**config.mk**
```make
export PLATFORM = sky130hd
export DESIGN_NAME = filter_frame_sequencer
export DESIGN_NICKNAME = d
export VERILOG_FILES = /design/src/rtl/filter_pkg.sv /design/src/rtl/filter_out_fifo.sv /design/src/rtl/filter_frame_sequencer.sv
export SDC_FILE = /design/constraint.sdc
export NUM_CORES = 1
export LEC_CHECK = 0
export CORE_MARGIN = 1.5
export CORE_UTILIZATION = 55
export CTS_CLUSTER_DIAMETER = 150
export DETAILED_ROUTE_END_ITERATION = 10
export PLACE_DENSITY = 0.77
export REMOVE_ABC_BUFFERS = 1
export SLEW_MARGIN = 20
export SYNTH_ARGS = -nofsm -noshare
export SYNTH_HDL_FRONTEND = slang
export SYNTH_SLANG_ARGS = --single-unit
```
**constraint.sdc**
```tcl
create_clock -name clk -period 3.7 [get_ports clk]
set_clock_uncertainty 0.15 [all_clocks]
set_input_delay 0.74 -clock clk [delete_from_list [all_inputs] [get_ports clk]]
set_output_delay 0.74 -clock clk [all_outputs]
set_load 0.05 [all_outputs]
```
**src/rtl/filter_pkg.sv**
```systemverilog
// Shared definitions for the 3x3 window filter frame path.
//   DEF_IMG_WIDTH / DEF_IMG_HEIGHT : default frame geometry
//   DEF_BORDER_VAL                 : default value written for border pixels
//   seq_state_t                    : frame sequencer state type
package filter_pkg;

    localparam int unsigned DEF_IMG_WIDTH  = 225;
    localparam int unsigned DEF_IMG_HEIGHT = 225;
    localparam logic [7:0]  DEF_BORDER_VAL = 8'h00;

    typedef enum logic [2:0] {
        ST_IDLE,
        ST_STREAM,
        ST_FLUSH,
        ST_DRAIN,
        ST_DONE
    } seq_state_t;

endpackage

```
**src/rtl/filter_out_fifo.sv**
```systemverilog
// Synchronous 8-bit output FIFO with an occupancy count.
//   clk, rst_n : clock, asynchronous active-low reset
//   i_push     : write i_wdata (dropped only if full with no pop)
//   i_pop      : remove head (ignored when empty; no fall-through)
//   o_rdata    : head entry
//   o_empty    : FIFO holds no entries
//   o_count    : number of entries held
module filter_out_fifo #(
    parameter int unsigned DEPTH = 8,
    localparam int unsigned CNT_W = $clog2(DEPTH + 1),
    localparam int unsigned PTR_W = (DEPTH > 1) ? $clog2(DEPTH) : 1
) (
    input  logic             clk,
    input  logic             rst_n,
    input  logic             i_push,
    input  logic [7:0]       i_wdata,
    input  logic             i_pop,
    output logic [7:0]       o_rdata,
    output logic             o_empty,
    output logic [CNT_W-1:0] o_count
);

    logic [7:0]       r_mem [DEPTH];
    logic [PTR_W-1:0] r_wr_ptr;
    logic [PTR_W-1:0] r_rd_ptr;
    logic [CNT_W-1:0] r_count;
    logic             w_push;
    logic             w_pop;

    // A pop on empty is ignored, so an empty FIFO never forwards its input.
    // A push on full is accepted only when a pop frees the slot this cycle.
    assign w_pop  = i_pop && (r_count != '0);
    assign w_push = i_push && ((r_count != CNT_W'(DEPTH)) || w_pop);

    always_ff @(posedge clk or negedge rst_n) begin
        if (!rst_n) begin
            r_wr_ptr <= '0;
            r_rd_ptr <= '0;
            r_count  <= '0;
        end else begin
            if (w_push) begin
                r_wr_ptr <= (r_wr_ptr == PTR_W'(DEPTH - 1)) ? '0 : r_wr_ptr + 1'b1;
            end
            if (w_pop) begin
                r_rd_ptr <= (r_rd_ptr == PTR_W'(DEPTH - 1)) ? '0 : r_rd_ptr + 1'b1;
            end
            case ({w_push, w_pop})
                2'b10:   r_count <= r_count + 1'b1;
                2'b01:   r_count <= r_count - 1'b1;
                default: r_count <= r_count;
            endcase
        end
    end

    always_ff @(posedge clk) begin
        if (w_push) begin
            r_mem[r_wr_ptr] <= i_wdata;
        end
    end

    assign o_rdata = r_mem[r_rd_ptr];
    assign o_empty = (r_count == '0);
    assign o_count = r_count;

endmodule

```
**src/rtl/filter_frame_sequencer.sv**
```systemverilog
// Sequences one frame from the source buffer through the 3x3 window filter
// into the destination buffer.
//   clk, rst_n          : clock, asynchronous active-low reset
//   start / busy / done : frame control (start pulse, in-progress, end pulse)
//   src_rd_en/src_addr  : source read request (data returns 1 cycle later)
//   src_rdata           : source read data
//   f_de / f_data       : filter input beat
//   f_o_de / f_o_data   : filter output beat
//   dst_wr_en/dst_addr/dst_wdata/dst_ready : destination write handshake
module filter_frame_sequencer
    import filter_pkg::*;
#(
    parameter int unsigned IMG_WIDTH  = DEF_IMG_WIDTH,
    parameter int unsigned IMG_HEIGHT = DEF_IMG_HEIGHT,
    parameter int unsigned FILTER_LAT = 2,
    parameter int unsigned FIFO_DEPTH = 8,
    parameter logic [7:0]  BORDER_VAL = DEF_BORDER_VAL,
    parameter int unsigned ADDR_W     = $clog2(IMG_WIDTH * IMG_HEIGHT)
) (
    input  logic              clk,
    input  logic              rst_n,
    input  logic              start,
    output logic              busy,
    output logic              done,
    output logic              src_rd_en,
    output logic [ADDR_W-1:0] src_addr,
    input  logic [7:0]        src_rdata,
    output logic              f_de,
    output logic [7:0]        f_data,
    input  logic              f_o_de,
    input  logic [7:0]        f_o_data,
    output logic              dst_wr_en,
    output logic [ADDR_W-1:0] dst_addr,
    output logic [7:0]        dst_wdata,
    input  logic              dst_ready
);

    // The FIFO must cover the filter pipeline plus the read stage and one
    // beat of slack, otherwise issue would stall on every beat.
    localparam int unsigned DEPTH  = (FIFO_DEPTH < FILTER_LAT + 2) ? FILTER_LAT + 2 : FIFO_DEPTH;
    localparam int unsigned NPIX   = IMG_WIDTH * IMG_HEIGHT;
    localparam int unsigned NPAD   = 2 * IMG_WIDTH;
    localparam int unsigned NOUT   = NPIX + NPAD;
    localparam int unsigned K_W    = $clog2(NOUT + 1);
    localparam int unsigned PAD_W  = $clog2(NPAD + 1);
    localparam int unsigned COL_W  = $clog2(IMG_WIDTH);
    localparam int unsigned ROW_W  = $clog2(IMG_HEIGHT);
    localparam int unsigned FCNT_W = $clog2(DEPTH + 1);
    localparam int unsigned OCC_W  = $clog2(2 * DEPTH + 1);

    localparam logic [ADDR_W-1:0] LAST_ADDR = ADDR_W'(NPIX - 1);
    localparam logic [PAD_W-1:0]  PAD_LAST  = PAD_W'(NPAD - 1);
    localparam logic [K_W-1:0]    K_FIRST   = K_W'(IMG_WIDTH + 1);
    localparam logic [K_W-1:0]    K_END     = K_W'(IMG_WIDTH + 1 + NPIX);
    localparam logic [COL_W-1:0]  COL_LAST  = COL_W'(IMG_WIDTH - 1);
    localparam logic [ROW_W-1:0]  ROW_LAST  = ROW_W'(IMG_HEIGHT - 1);

    seq_state_t        r_state;
    seq_state_t        w_state_nxt;
    logic [ADDR_W-1:0] r_src_addr;
    logic [ADDR_W-1:0] r_dst_addr;
    logic [PAD_W-1:0]  r_pad_cnt;
    logic [K_W-1:0]    r_out_k;
    logic [COL_W-1:0]  r_col;
    logic [ROW_W-1:0]  r_row;
    logic [OCC_W-1:0]  r_inflight;
    logic              r_beat_vld;
    logic              r_beat_pad;

    logic              w_issue;
    logic              w_room;
    logic              w_start_acc;
    logic              w_in_frame;
    logic              w_ret;
    logic              w_keep;
    logic              w_border;
    logic              w_push;
    logic              w_pop;
    logic              w_fifo_empty;
    logic [FCNT_W-1:0] w_fifo_cnt;
    logic [7:0]        w_fifo_rdata;
    logic [7:0]        w_push_data;

    assign w_in_frame  = (r_state == ST_STREAM) || (r_state == ST_FLUSH) || (r_state == ST_DRAIN);
    assign w_start_acc = (r_state == ST_IDLE) && start;
    assign w_room      = (r_inflight + OCC_W'(w_fifo_cnt)) < OCC_W'(DEPTH);

    // Returns are only meaningful for beats this frame issued.
    assign w_ret    = f_o_de && w_in_frame && (r_inflight != '0);
    assign w_keep   = w_ret && (r_out_k >= K_FIRST) && (r_out_k < K_END);
    assign w_border = (r_row == '0) || (r_row == ROW_LAST) || (r_col == '0) || (r_col == COL_LAST);
    assign w_push      = w_keep;
    assign w_push_data = w_border ? BORDER_VAL : f_o_data;
    assign w_pop       = !w_fifo_empty && dst_ready;

    always_ff @(posedge clk or negedge rst_n) begin
        if (!rst_n) begin
            r_state <= ST_IDLE;
        end else begin
            r_state <= w_state_nxt;
        end
    end

    // DRAIN also waits for the trailing pad outputs to retire, so the next
    // frame's output beat index starts from a clean pipeline.
    always_comb begin
        w_state_nxt = r_state;
        w_issue     = 1'b0;
        unique case (r_state)
            ST_IDLE: begin
                if (start) w_state_nxt = ST_STREAM;
            end
            ST_STREAM: begin
                w_issue = w_room;
                if (w_issue && (r_src_addr == LAST_ADDR)) w_state_nxt = ST_FLUSH;
            end
            ST_FLUSH: begin
                w_issue = w_room;
                if (w_issue && (r_pad_cnt == PAD_LAST)) w_state_nxt = ST_DRAIN;
            end
            ST_DRAIN: begin
                if ((r_inflight == '0) && w_fifo_empty) w_state_nxt = ST_DONE;
            end
            ST_DONE: begin
                w_state_nxt = ST_IDLE;
            end
            default: begin
                w_state_nxt = ST_IDLE;
            end
        endcase
    end

    always_ff @(posedge clk or negedge rst_n) begin
        if (!rst_n) begin
            r_src_addr <= '0;
            r_dst_addr <= '0;
            r_pad_cnt  <= '0;
            r_out_k    <= '0;
            r_col      <= '0;
            r_row      <= '0;
            r_inflight <= '0;
            r_beat_vld <= 1'b0;
            r_beat_pad <= 1'b0;
        end else begin
            r_beat_vld <= w_issue;
            r_beat_pad <= w_issue && (r_state == ST_FLUSH);
            if (w_start_acc) begin
                r_src_addr <= '0;
                r_dst_addr <= '0;
                r_pad_cnt  <= '0;
                r_out_k    <= '0;
                r_col      <= '0;
                r_row      <= '0;
                r_inflight <= '0;
            end else begin
                if (w_issue && (r_state == ST_STREAM)) begin
                    r_src_addr <= (r_src_addr == LAST_ADDR) ? '0 : r_src_addr + 1'b1;
                end
                if (w_issue && (r_state == ST_FLUSH)) begin
                    r_pad_cnt <= (r_pad_cnt == PAD_LAST) ? '0 : r_pad_cnt + 1'b1;
                end
                case ({w_issue, w_ret})
                    2'b10:   r_inflight <= r_inflight + 1'b1;
                    2'b01:   r_inflight <= r_inflight - 1'b1;
                    default: r_inflight <= r_inflight;
                endcase
                if (w_ret) begin
                    r_out_k <= r_out_k + 1'b1;
                end
                if (w_keep) begin
                    if (r_col == COL_LAST) begin
                        r_col <= '0;
                        r_row <= (r_row == ROW_LAST) ? '0 : r_row + 1'b1;
                    end else begin
                        r_col <= r_col + 1'b1;
                    end
                end
                if (w_pop) begin
                    r_dst_addr <= (r_dst_addr == LAST_ADDR) ? '0 : r_dst_addr + 1'b1;
                end
            end
        end
    end

    filter_out_fifo #(
        .DEPTH (DEPTH)
    ) u_fifo (
        .clk     (clk),
        .rst_n   (rst_n),
        .i_push  (w_push),
        .i_wdata (w_push_data),
        .i_pop   (w_pop),
        .o_rdata (w_fifo_rdata),
        .o_empty (w_fifo_empty),
        .o_count (w_fifo_cnt)
    );

    assign busy      = w_in_frame;
    assign done      = (r_state == ST_DONE);
    assign src_rd_en = w_issue && (r_state == ST_STREAM);
    assign src_addr  = r_src_addr;
    assign f_de      = r_beat_vld;
    assign f_data    = (r_beat_vld && !r_beat_pad) ? src_rdata : 8'h00;
    assign dst_wr_en = !w_fifo_empty;
    assign dst_addr  = r_dst_addr;
    assign dst_wdata = w_fifo_empty ? 8'h00 : w_fifo_rdata;

endmodule
```
# Yosys cells after proc, flatten, opt, wreduce, memory -nomap -nowiden
# Memories as Yosys holds them, arrays and structs flattened.
# Index checks and enable logic that the tools add are counted.
# W data, S select, Z words.
dict set report op_classes {
  n_eq_ne 20
  muxes 34
  n_lt_le_gt_ge 3
  n_reduce_logical 40
  addsub 13
}
# operator count
set op_table {}
lappend op_table {{$mux W16} 8}
lappend op_table {{$mux W8} 10}
lappend op_table {{$add A16 B1 Y16 const B} 3}
lappend op_table {{$eq A16 B16 Y1 const B} 2}
lappend op_table {{$mux W9} 3}
lappend op_table {{$mux W3} 6}
lappend op_table {{$add A8 B1 Y8 const B} 2}
lappend op_table {{$eq A8 B8 Y1 const B} 2}
lappend op_table {{$ge A16 B8 Y1 const B} 1}
lappend op_table {{$logic_not A8 Y1} 2}
lappend op_table {{$lt A16 B16 Y1 const B} 1}
lappend op_table {{$logic_and A1 B1 Y1} 14}
lappend op_table {{$reduce_bool A2 Y1} 7}
lappend op_table {{$pmux W3 S4} 1}
lappend op_table {{$pmux W5 S2} 1}
lappend op_table {{$add A9 B1 Y9 const B} 1}
lappend op_table {{$eq A3 B3 Y1 const B} 3}
lappend op_table {{$eq A9 B9 Y1 const B} 1}
lappend op_table {{$pmux W4 S2} 1}
lappend op_table {{$add A3 B1 Y3 const B} 2}
lappend op_table {{$eq A3 B2 Y1 const B} 2}
lappend op_table {{$logic_or A1 B1 Y1} 6}
lappend op_table {{$ne A2 B1 Y1 const B} 3}
lappend op_table {{$add A5 B1 Y5 const B} 1}
lappend op_table {{22 further kinds} 27}
dict set report word_totals {
  out_inout_bits 53
  elab_cells 124
  memories 1
  ramBits 64
  register_bits 93
  input_bits 21
}
# memory depth width read_ports rd_ports_with_merged_regs wr line
set memory_table {}
lappend memory_table {u_fifo.r_mem 8 8 1 0 1 filter_out_fifo.sv:23} ;# logic [7:0] r_mem [DEPTH];

# Longest topological paths before layout
dict set report logic_depth {
  depth_word 10
  depth_mapped 14
}

# Cells and area by module
# A second synthesis with hierarchy kept.
dict set report unflattened {
  cells_unflattened 731
  area_unflattened_um2 8094.0
}
# mod instances cells_each area_per_inst_um2
set modules_own_cells {}
lappend modules_own_cells {filter_frame_sequencer 1 570 4984.8}
lappend modules_own_cells {filter_out_fifo 1 161 3109.2}

# Worst setup path after synthesis
# Ideal clock, no wire load.
dict set report synth_timing {
  path_kind {reg2reg}
  start {register r_state[2]}
  end {memory u_fifo.r_mem[0][0], enable pin}
  slack_ns 0.534
  setup_time_ns 0.398
  arrival_ns 2.618
  required_time_ns 3.152
  stages_incl_launch_ff 7
  path_cell_list {dfrtp_1 > buf_2 > o21ba_2 > o211a_4 > o41ai_4 > nor3_2 > nor4b_1}
}
dict set report synth_between {
  elab_chain_cells 10
}
# item line
set synth_rtl {}
lappend synth_rtl {{from (decl)} filter_frame_sequencer.sv:58} ;# seq_state_t r_state;
lappend synth_rtl {{from (signal assigned)} filter_frame_sequencer.sv:100} ;# r_state <= w_state_nxt;
lappend synth_rtl {{$eq A3 B1 Y1 / $eq A3 B2 Y1 (equally long branches)} filter_frame_sequencer.sv:84} ;# assign w_in_frame = (r_state == ST_STREAM) || (r_state == ST_FLUSH) || (r_state == ST_DRAIN);
lappend synth_rtl {{$logic_or A1 B1 Y1} filter_frame_sequencer.sv:84}
lappend synth_rtl {{$logic_or A1 B1 Y1 (*)} filter_frame_sequencer.sv:84}
lappend synth_rtl {{named net busy} filter_frame_sequencer.sv:23} ;# output logic busy,
lappend synth_rtl {{$logic_and A1 B1 Y1 (*) (2 in series)} filter_frame_sequencer.sv:89} ;# assign w_ret = f_o_de && w_in_frame && (r_inflight != '0);
lappend synth_rtl {{$logic_and A1 B1 Y1 (*) (2 in series)} filter_frame_sequencer.sv:90} ;# assign w_keep = w_ret && (r_out_k >= K_FIRST) && (r_out_k < K_END);
lappend synth_rtl {{$logic_and A1 B1 Y1 (*)} filter_out_fifo.sv:33} ;# assign w_push = i_push && ((r_count != CNT_W'(DEPTH)) || w_pop);
lappend synth_rtl {{$mux W1 (*)} filter_out_fifo.sv:56} ;# if (w_push) begin
lappend synth_rtl {{$mux W1 (implied by the code) (*)} filter_out_fifo.sv:57} ;# r_mem[r_wr_ptr] <= i_wdata;
lappend synth_rtl {{to (decl)} filter_out_fifo.sv:23}
# The timed path passes the listed nets; every way through them passes the cells marked *.

# Worst setup path in the final report
dict set report layout_timing {
  start {register u_fifo.r_rd_ptr[0]}
  end {output dst_wdata[3]}
}
dict set report layout_between {
  elab_chain_cells 2
}
# item line
set layout_rtl {}
lappend layout_rtl {{from (decl)} filter_out_fifo.sv:25} ;# logic [PTR_W-1:0] r_rd_ptr;
lappend layout_rtl {{from (signal assigned)} filter_out_fifo.sv:45} ;# r_rd_ptr <= (r_rd_ptr == PTR_W'(DEPTH - 1)) ? '0 : r_rd_ptr + 1'b1;
lappend layout_rtl {{$mem_v2 Z8 W8} n/a}
lappend layout_rtl {{$mux W8} filter_frame_sequencer.sv:206} ;# assign dst_wdata = w_fifo_empty ? 8'h00 : w_fifo_rdata;
lappend layout_rtl {{to (decl)} filter_frame_sequencer.sv:34} ;# output logic [7:0] dst_wdata,
# No other way between the ends.

==> key figures <==
Detailed routing
  • Remaining DRCs: 0
  • Via Count: 6035
  • Drt pass-1 iters: 5
  • Wire per inst: 17.8 um
  • Final wirelength: 17.9 mm
  • Initial drt markers: 528
  • Detail Route Antenna Nets: 0
  • Drt via density: 6.00

Clocking
  • CTS Hold Bufs: 0
  • CTS Buf Count: 17
  • CTS tree: yes
  • Root buffer cell: clkbuf_16
  • CTS HTree Levels: 4
  • Post-CTS sizing: 0
  • Post-CTS Setup Repair Bufs: 0
  • Clk slew on worst S/H paths: 0.07 ns
  • Clk Latency, worst-skew pair: 0.43 ns
  • Clock Sinks: 157
  • Clk buf depth: 2

Floorplanning
  • Core ar.: 14500 sq um
  • Number of I/O pins: 74
  • Die footprint: 15500 sq um
  • Starting Density: 56.2%
  • FP Rows: 44
  • Vert. Die Dim: 125 um
  • Die X: 125 um

Finish
  • Post-layout util: 67.2%
  • Nets: 853
  • Antenna diode instance count: 0
  • Fillers: 1057
  • Layout area overhead: 19.4%
  • Layout cells sized above 1: 12.2%
  • Design Area, Final: 9720 sq um

Synth
  • Most instantiated library cell after synthesis: dfrtp_1
  • Number of flops mapped to enable cells by yosys: 64
  • Synthesized area: 8140 sq um
  • Ys Warns: 0
  • Mapped Cells: 723
  • Main synth FF type: dfrtp_1
  • FF+latch count, synth: 157
  • Top cells by instance count after synthesis: dfrtp_1 (93), nand2_1 (66), edfxtp_1 (64), nor2_1 (62), o21ai_0 (30)
  • Cell accounting for the most synthesized area: dfrtp_1
  • Mean Syn Cell Area: 11.3 sq um
  • Unique cell type count in the Yosys netlist: 83
  • Ranking of synthesized cells by area: dfrtp_1 (29%), edfxtp_1 (24%), mux4_2 (4.4%)
  • Seq/Total Area, Yosys: 52.2%
  • Post-synth ARST share: 59.2%
  • Synth top area share: 28.6%

Power and ir drop
  • VDD IR max: 358 uV
  • Sequential Power Share: 44.0%
  • Switching share of power: 31.4%
  • Clock power share: 37.2%
  • Leak Pwr: 3.94 nW
  • Pint: 3.21 mW
  • Net Sw Power: 1.47 mW
  • Combinational share of power: 18.8%
  • Pwr dens: 481 nW/um^2

Critical path
  • Reg-to-Reg Start: r_out_k[4]
  • Crit path capture type: output port
  • CP startpoint kind: register
  • R2R Setup Slk: 0.55 ns
  • WS Path Type: reg2out
  • Worst Path Required: 2.81 ns
  • CP Capture Point: dst_wdata[3]
  • R2R depth: 12
  • Largest fanout on the critical path: 19
  • CP arrival: 2.64 ns
  • Crit path from: u_fifo.r_rd_ptr[0]
  • Reg2reg end: u_fifo.o_count[3]

STA
  • Worst-Margin Slew: 1.05 ns
  • Unrepaired setup endpoints after global routing: no
  • Max Slew Vio Count: 0
  • Fin worst setup slack: 0.172 ns
  • Final setup fails: 0
  • Worst slew margin: 30.0%
  • Final hold violation count: 0
  • Final period util: 95.4%
  • Setup TNS: 0 ns
  • Fmax achieved: 283 MHz
  • Min cycle time layout: 3.53 ns

Placement
  • GPL Wtd Cong: 0.876
  • DP HPWL: 12.3 mm
  • Dpl cell area: 9120 sq um
  • Pre-CTS WS: 0.397 ns
  • IO Port Bufs: 73

Run status
  • Run status: finished clean

Global routing
  • Gr usage total: 24.4%
  • Largest net degree at the start of global routing: 48
  • Vias in the first global route: 5926
  • Antenna violations before repair: 0
  • First-pass GRT wire length: 30.3 mm
  • Overflow after GRT: 0

Hold path
  • Worst hold-check path type: in2async

Run
  • Number of max-cap violations: 0
==> per-layer routing <==
metal / vias to the layer above / GRT usage [%] / wire [um]
met5: - / 0 / 0
met4: 0 / 7.17 / 278
met1: 2955 / 32.8 / 7840
met3: 23 / 4.73 / 909
met2: 202 / 40.4 / 8860
li1: 2855 / - / -
==> worst max-delay path, cell delays in order, from the launching register on <==
cell             delay, ns
dfrtp_1               0.34
buf_4                 0.33
mux4_2                0.58
mux2i_1               0.18
nor2_1                0.06
clkdlybuf4s50_1       0.71
==> layout make-up <==
type,instances,area (sq um),share of cell area [%]
Tap cell,184,230,2.37
Multi-Input combinational cell,512,3660,37.7
Inverter,26,97.6,1.00
Clock inverter,15,175,1.80
Sequential cell,157,4250,43.7
Clock buffer,17,425,4.38
Timing Repair Buffer,94,883,9.09
==> power groups by stage <==
stage | Sequential, mW | Combinational, mW | Clock, mW
4_1_cts | 2.05 | 0.883 | 1.77
6_report | 2.05 | 0.879 | 1.74
3_3_place_gp | 2.08 | 0.848 | 0
3_5_place_dp | 2.08 | 0.876 | 0
2_1_floorplan | 2.13 | 0.523 | 0
5_1_grt | 2.07 | 0.964 | 1.84
==> worst min-delay path by stage <==
stage	depth (start not counted)	end	from
final	1	src_addr[1]	rst_n
after global routing	1	src_addr[7]	rst_n
after CTS	1	src_addr[7]	rst_n
after detailed placement	1	dst_addr[8]	dst_addr[8]
after global placement	1	dst_addr[8]	dst_addr[8]
after floorplan	0	dst_addr[0]	rst_n
==> through the flow <==
stage	cells	power [mW]	hold slack, ns
floorplan	695	2.66	0.294
global placement	973	2.92	0.331
detailed placement	973	2.96	0.348
CTS	1005	4.70	0.177
global route	1005	4.87	0.206
finish	1005	4.67	0.144
==> cell families after synthesis <==
| kind of cell | count (synthesis) | synth area share [%] |
|---|---|---|
| AND/OR/NAND/NOR | 277 | 18.2 |
| flip-flops | 157 | 52.2 |
| AO/OA/AOI/OAI | 134 | 11.5 |
| buffers and inverters | 54 | 2.83 |
| XOR/XNOR | 43 | 4.72 |
| multiplexers | 34 | 6.73 |
| adder cells (fa/ha/maj) | 24 | 3.78 |
==> sequential cells by signal, indices dropped and copies added, names as in the netlist <==
signal           count
f_de                 1
u_fifo.r_mem        64
src_addr            16
r_col                8
r_out_k             16
u_fifo.r_rd_ptr      3
dst_addr            16
u_fifo.o_count       4
r_pad_cnt            9
u_fifo.r_wr_ptr      3
r_inflight           5
r_row                8
r_beat_pad           1
r_state              3
==> cells in the final DEF, fill, tap and decap left out, drive strengths merged, types with 11 or more instances in the layout <==
| cell | Yosys | final |
|---|---|---|
| a211oi | 11 | 11 |
| a21oi | 26 | 26 |
| and2 | 19 | 19 |
| and3 | 17 | 17 |
| buf | 12 | 23 |
| clkbuf | 16 | 17 |
| clkdlybuf4s50 | 0 | 71 |
| dfrtp | 93 | 93 |
| edfxtp | 64 | 64 |
| ha | 23 | 23 |
| inv | 26 | 33 |
| mux2i | 12 | 12 |
| mux4 | 16 | 16 |
| nand2 | 66 | 66 |
| nand3 | 27 | 27 |
| nand4 | 14 | 14 |
| nor2 | 64 | 64 |
| nor3 | 12 | 12 |
| o21ai | 35 | 35 |
| xnor2 | 28 | 28 |
| xor2 | 15 | 15 |
Power figures use the tool's default switching activity.
